`src/rtl/ram_access_ctrl.sv`:
```
// Access controller and data/fetch arbiter for the combinational byte-addressed RAM.
// Define RAM_ACCESS_CTRL_RR_EN for round-robin arbitration instead of data-over-fetch priority.
module ram_access_ctrl #(
  parameter int ADDR_W      = 8,
  parameter int WAIT_CYCLES = 2,
  parameter int TIMEOUT     = 15
) (
  input  logic              clk,
  input  logic              rst_n,
  input  logic              if_req,
  input  logic [ADDR_W-1:0] if_addr,
  output logic              if_ack,
  output logic [31:0]       if_rdata,
  input  logic              d_req,
  input  logic              d_we,
  input  logic [1:0]        d_mas,
  input  logic [ADDR_W-1:0] d_addr,
  input  logic [31:0]       d_wdata,
  output logic              d_ack,
  output logic              d_err,
  output logic [31:0]       d_rdata,
  output logic              ram_en,
  output logic              ram_rw,
  output logic [1:0]        ram_mas,
  output logic [ADDR_W-1:0] ram_addr,
  output logic [31:0]       ram_wdata,
  input  logic [31:0]       ram_rdata,
  input  logic              ram_done,
  output logic              busy
);

  localparam int MAX_CNT = (WAIT_CYCLES > TIMEOUT) ? WAIT_CYCLES : TIMEOUT;
  localparam int CNT_W   = (MAX_CNT < 2) ? 1 : $clog2(MAX_CNT + 1);

  typedef enum logic [1:0] {IDLE, ACCESS, RESP} state_t;

  state_t              state_q, state_d;
  logic                own_d_q, own_d_d;
  logic                rw_q, rw_d;
  logic [1:0]          mas_q, mas_d;
  logic [ADDR_W-1:0]   addr_q, addr_d;
  logic [31:0]         wdata_q, wdata_d;
  logic [CNT_W-1:0]    cnt_q, cnt_d;
  logic                tmo_q, tmo_d;
  logic                err_q, err_d;
  logic [31:0]         if_rdata_q, if_rdata_d;
  logic [31:0]         d_rdata_q, d_rdata_d;
  logic                grant_d;

`ifdef RAM_ACCESS_CTRL_RR_EN
  // 1 = data port received the most recent grant
  logic last_d_q, last_d_d;

  assign grant_d = d_req && (!if_req || !last_d_q);
`else
  assign grant_d = d_req;
`endif

  always_ff @(posedge clk or negedge rst_n) begin
    if (!rst_n) begin
      state_q    <= IDLE;
      own_d_q    <= 1'b0;
      rw_q       <= 1'b1;
      mas_q      <= 2'b00;
      addr_q     <= '0;
      wdata_q    <= '0;
      cnt_q      <= '0;
      tmo_q      <= 1'b0;
      err_q      <= 1'b0;
      if_rdata_q <= '0;
      d_rdata_q  <= '0;
`ifdef RAM_ACCESS_CTRL_RR_EN
      last_d_q   <= 1'b1;
`endif
    end else begin
      state_q    <= state_d;
      own_d_q    <= own_d_d;
      rw_q       <= rw_d;
      mas_q      <= mas_d;
      addr_q     <= addr_d;
      wdata_q    <= wdata_d;
      cnt_q      <= cnt_d;
      tmo_q      <= tmo_d;
      err_q      <= err_d;
      if_rdata_q <= if_rdata_d;
      d_rdata_q  <= d_rdata_d;
`ifdef RAM_ACCESS_CTRL_RR_EN
      last_d_q   <= last_d_d;
`endif
    end
  end

  always_comb begin
    state_d    = state_q;
    own_d_d    = own_d_q;
    rw_d       = rw_q;
    mas_d      = mas_q;
    addr_d     = addr_q;
    wdata_d    = wdata_q;
    cnt_d      = cnt_q;
    tmo_d      = tmo_q;
    err_d      = err_q;
    if_rdata_d = if_rdata_q;
    d_rdata_d  = d_rdata_q;
`ifdef RAM_ACCESS_CTRL_RR_EN
    last_d_d   = last_d_q;
`endif
    case (state_q)
      IDLE: begin
        if (d_req || if_req) begin
          own_d_d = grant_d;
          tmo_d   = 1'b0;
          err_d   = 1'b0;
          cnt_d   = CNT_W'(WAIT_CYCLES - 1);
`ifdef RAM_ACCESS_CTRL_RR_EN
          last_d_d = grant_d;
`endif
          // Illegal size never reaches the RAM; bus fields keep their last values
          if (grant_d && d_mas == 2'b11) begin
            err_d   = 1'b1;
            state_d = RESP;
          end else if (grant_d) begin
            rw_d    = !d_we;
            mas_d   = d_mas;
            addr_d  = d_addr;
            wdata_d = d_wdata;
            state_d = ACCESS;
          end else begin
            rw_d    = 1'b1;
            mas_d   = 2'b10;
            addr_d  = if_addr;
            wdata_d = '0;
            state_d = ACCESS;
          end
        end
      end
      ACCESS: begin
        // Window phase ignores ram_done until the counter expires; timeout phase accepts it any cycle
        if (!tmo_q && cnt_q != '0) begin
          cnt_d = cnt_q - 1'b1;
        end else if (ram_done) begin
          if (rw_q) begin
            if (own_d_q) d_rdata_d  = ram_rdata;
            else         if_rdata_d = ram_rdata;
          end
          state_d = RESP;
        end else if (tmo_q && cnt_q != '0) begin
          cnt_d = cnt_q - 1'b1;
        end else if (!tmo_q && TIMEOUT > 0) begin
          tmo_d = 1'b1;
          cnt_d = CNT_W'(TIMEOUT - 1);
        end else begin
          err_d   = 1'b1;
          state_d = RESP;
        end
      end
      RESP: begin
        state_d = IDLE;
      end
      default: begin
        state_d = IDLE;
      end
    endcase
  end

  always_comb begin
    busy      = (state_q != IDLE);
    ram_en    = (state_q == ACCESS);
    ram_rw    = (state_q == ACCESS) ? rw_q : 1'b1;
    ram_wdata = (state_q == ACCESS) ? wdata_q : 32'h0;
    ram_mas   = mas_q;
    ram_addr  = addr_q;
    if_ack    = (state_q == RESP) && !own_d_q;
    d_ack     = (state_q == RESP) && own_d_q;
    d_err     = (state_q == RESP) && own_d_q && err_q;
    if_rdata  = if_rdata_q;
    d_rdata   = d_rdata_q;
  end

endmodule

```
`config.mk`:
```
export PLATFORM = sky130hd
export DESIGN_NAME = ram_access_ctrl
export DESIGN_NICKNAME = d
export VERILOG_FILES = /design/src/rtl/ram_access_ctrl.sv
export SDC_FILE = /design/constraint.sdc
export NUM_CORES = 1
export LEC_CHECK = 0
export CORE_ASPECT_RATIO = 1.75
export CORE_MARGIN = 2
export CORE_UTILIZATION = 47
export DETAILED_ROUTE_END_ITERATION = 10
export PLACE_DENSITY = 0.84
export SYNTH_ARGS = -nofsm -noshare
export SYNTH_HDL_FRONTEND = slang
export SYNTH_SLANG_ARGS = --single-unit
```
`constraint.sdc`:
```
create_clock -name clk -period 5.53 [get_ports clk]
set_input_delay 1.659 -clock clk [delete_from_list [all_inputs] [get_ports clk]]
set_output_delay 1.659 -clock clk [all_outputs]
set_load 0.05 [all_outputs]
```
==> results.py <==
metrics = {
    "status": {
        "status": "completed",
    },
    "hold_path": {
        "hold_path_depth": 1,
        "hold_end": "err_q$_DFFE_PN0P_",
        "hp-start": "err_q$_DFFE_PN0P_",
        "hold_class": "reg2reg",
    },
    "synthesis": {
        "ys.flop_type": "dfrtp_1",
        "avgSynthCellArea_um2": 14.3,
        "seq_area_frac_synth_pct": 59.3,
        "synthArstFlopShare_pct": 100,
        "synth-edff-count": 0,
        "syn-num-nets": 431,
        "yosysWarnings": 0,
        "netlist_area_um2": 4900,
        "synth-seq-cells": 116,
        "synth_cell_type_count": 45,
        "syn_inst": 342,
    },
    "clock_tree": {
        "cts_hold_buf": 0,
        "cts_buffers": 17,
        "post-cts-setup-buffers": 0,
        "cts_tree": "built",
        "cts_root_buf": "clkbuf_16",
        "clk_latency_ns": 0.41,
        "path_clk_slew_ns": 0.05,
        "cts_resized": 0,
        "cts_sinks": 116,
        "cts_buffer_depth": 2,
        "htree_num_levels": 4,
    },
    "detailed_routing": {
        "wl_met3_mm": 1.00,
        "drt-initial-drc-count": 82,
        "dr_wl_met2_mm": 6.94,
        "wl_mm": 12.6,
        "avgViaCountPerCell": 5.29,
        "wl_per_cell_um": 18.4,
        "route.detailed.drc": 0,
        "vias": 3617,
        "met1_length_mm": 4.33,
        "postRouteAntennaNets": 0,
        "drtPass1Iterations": 4,
        "highest_layer": "met4",
    },
    "global_route": {
        "grt_pass1_vias": 3870,
        "grt_pass1_wl_mm": 19.6,
        "globalRouteTotalUtil_pct": 23.1,
        "globalRouteOverflowTotal": 0,
        "grt_antenna_before_repair": 0,
        "grt_max_degree": 81,
    },
    "pwr": {
        "vdd_drop_max_mv": 0.396,
        "leakagePower_nw": 3.24,
        "power_density_nw_per_um2": 718,
    },
    "sta": {
        "finalSetupTns_ns": 0,
        "maxClockFrequency_ghz": 0.221,
        "finalCritPeriodShare_pct": 81.8,
        "worst_slew_pin_slew_ns": 1.17,
        "setup_viol": 0,
        "fin_crit_ns": 4.52,
        "finalClockSkew_ns": 0.00759,
        "finalHoldViolations": 0,
        "max_slew_margin_pct": 22.1,
        "rsz0062_at_grt": "false",
        "drv_slew": 0,
    },
    "critical_path": {
        "critical_path_class": "reg2out",
        "critPathLaunchType": "flip-flop",
        "cp.required_ns": 3.87,
        "crit_path_end_kind": "primary output",
        "r2r_start": "cnt_q[0]$_DFFE_PN0P_",
        "r2r-end": "if_rdata[21]$_DFFE_PN0P_",
        "r2r_cells": 6,
        "ff2ff_setup_slack_ns": 2.96,
        "worstPathArrival_ns": 2.86,
        "path_max_fanout": 36,
    },
    "placement": {
        "globalplace.congestion": 0.797,
        "io_buffers": 199,
        "dp_cells": 652,
        "dpl.hpwl_mm": 8.87,
    },
    "die": {
        "die_h_um": 139,
        "rows": 49,
        "core-area_um2": 10200,
        "initial_utilization_pct": 47.9,
        "die_w_um": 81.2,
        "die_area_um2": 11300,
        "io_pins": 200,
    },
    "cells_and_area": {
        "final_util_pct": 73.6,
        "n_antenna_cell": 0,
        "nets": 633,
        "stdcell_count": 684,
        "area_growth_pct": 53.8,
        "drive_gt1_share_pct": 22.6,
    },
    "run": {
        "maxCapViolCount": 0,
    },
}
-- cells by family (layout without fill, tap and decap cells) --
| group | Yosys count | after routing | share of synthesized area, % |
|---|---|---|---|
| flops | 116 | 116 | 59.3 |
| mux | 81 | 81 | 18.7 |
| compound gates | 60 | 60 | 11.0 |
| simple gates | 58 | 58 | 7.38 |
| buf+inv | 26 | 241 | 3.47 |
| fa+ha+maj | 1 | 1 | 0.255 |
-- area by class of cell --
class / count / area (um2)
flip-flops and latches: 116 / 2900
fillers: 686 / 2700
repair buffers: 201 / 2000
multi-input cells: 200 / 1830
clock buffers: 18 / 429
clock inverters: 14 / 186
well taps: 127 / 159
inverters: 8 / 30.0
-- how the worst max path moves through the flow --
stage | startpoint | end | slack [ns] | cells after the start
CTS | state_q[1]$_DFFE_PN0P_ | ram_wdata[4] | 0.99 | 4
floorplan | state_q[1]$_DFFE_PN0P_ | ram_wdata[22] | 1.97 | 4
finish | state_q[1]$_DFFE_PN0P_ | ram_wdata[4] | 1.01 | 4
global route | state_q[1]$_DFFE_PN0P_ | ram_wdata[24] | 0.85 | 4
global placement | state_q[1]$_DFFE_PN0P_ | ram_wdata[5] | 1.58 | 4
detailed placement | state_q[1]$_DFFE_PN0P_ | ram_wdata[4] | 1.44 | 4
-- per-stage QoR --
stage                     worst slack, ns  power [mW]  hold WS (ns)  area (um2)
after floorplan                      1.97        3.36         0.456        4900
after global placement               1.58        4.23         0.471        6920
final                                1.01        5.42         0.478        7540
after detailed placement             1.44        4.30         0.472        6920
after CTS                           0.992        5.46         0.483        7540
after global routing                0.854        5.65         0.503        7540
-- synthesized netlist by cell type, drive strengths merged (3+ instances only) --
master | count | area, um2
a22o | 32 | 280
and2 | 33 | 206
o2111ai | 3 | 43.8
o21ai | 5 | 28.8
dfrtp | 115 | 2880
a31oi | 3 | 33.8
o211ai | 3 | 27.5
nand2 | 8 | 30.0
nor2 | 7 | 36.3
clkbuf | 5 | 18.8
inv | 8 | 30.0
buf | 13 | 121
mux2 | 81 | 916
-- per-layer routing --
layer	track usage, %	vias to the layer above
met3	9.11	20
met2	41.8	161
met5	0	-
li1	-	1636
met1	22.9	1800
met4	8.30	0
-- state kept, by name (all words and copies together) (netlist names) --
signal / count
d_rdata: 32
if_rdata: 32
wdata_q: 32
ram_addr: 8
cnt_q: 4
ram_mas: 2
state_q: 2
err_q: 1
own_d_q: 1
rw_q: 1
tmo_q: 1
-- power breakdown --
part,leakage (nW),total [mW],internal (mW),switching (mW)
sequential,1.45,1.49,1.24,0.250
clock,0.299,1.12,0.750,0.375
combinational,1.49,2.80,1.05,1.75
total,3.24,5.42,3.04,2.38
-- placed cells by master, fill, tap and decap left out, types with 2 or more instances in the layout --
cell / n
a22o_1: 32
a31oi_1: 2
a32o_1: 2
and2_1: 33
buf_4: 3
bufinv_16: 4
clkbuf_16: 17
clkdlybuf4s50_1: 198
clkinv_2: 5
clkinv_4: 3
clkinvlp_4: 2
dfrtp_1: 115
inv_1: 8
mux2_1: 3
mux2_2: 77
nand2_1: 8
nand2b_1: 2
nor2_1: 5
o2111ai_1: 2
o211ai_1: 2
o21ai_0: 4
o22a_1: 2
-- worst max-delay path, stage by stage, from the launching register on --
cell,delay [ns]
dfrtp_1,0.47
nand2b_1,0.24
inv_1,0.69
and2_1,0.23
clkdlybuf4s50_1,0.82
(Power assumes the default switching activity.)
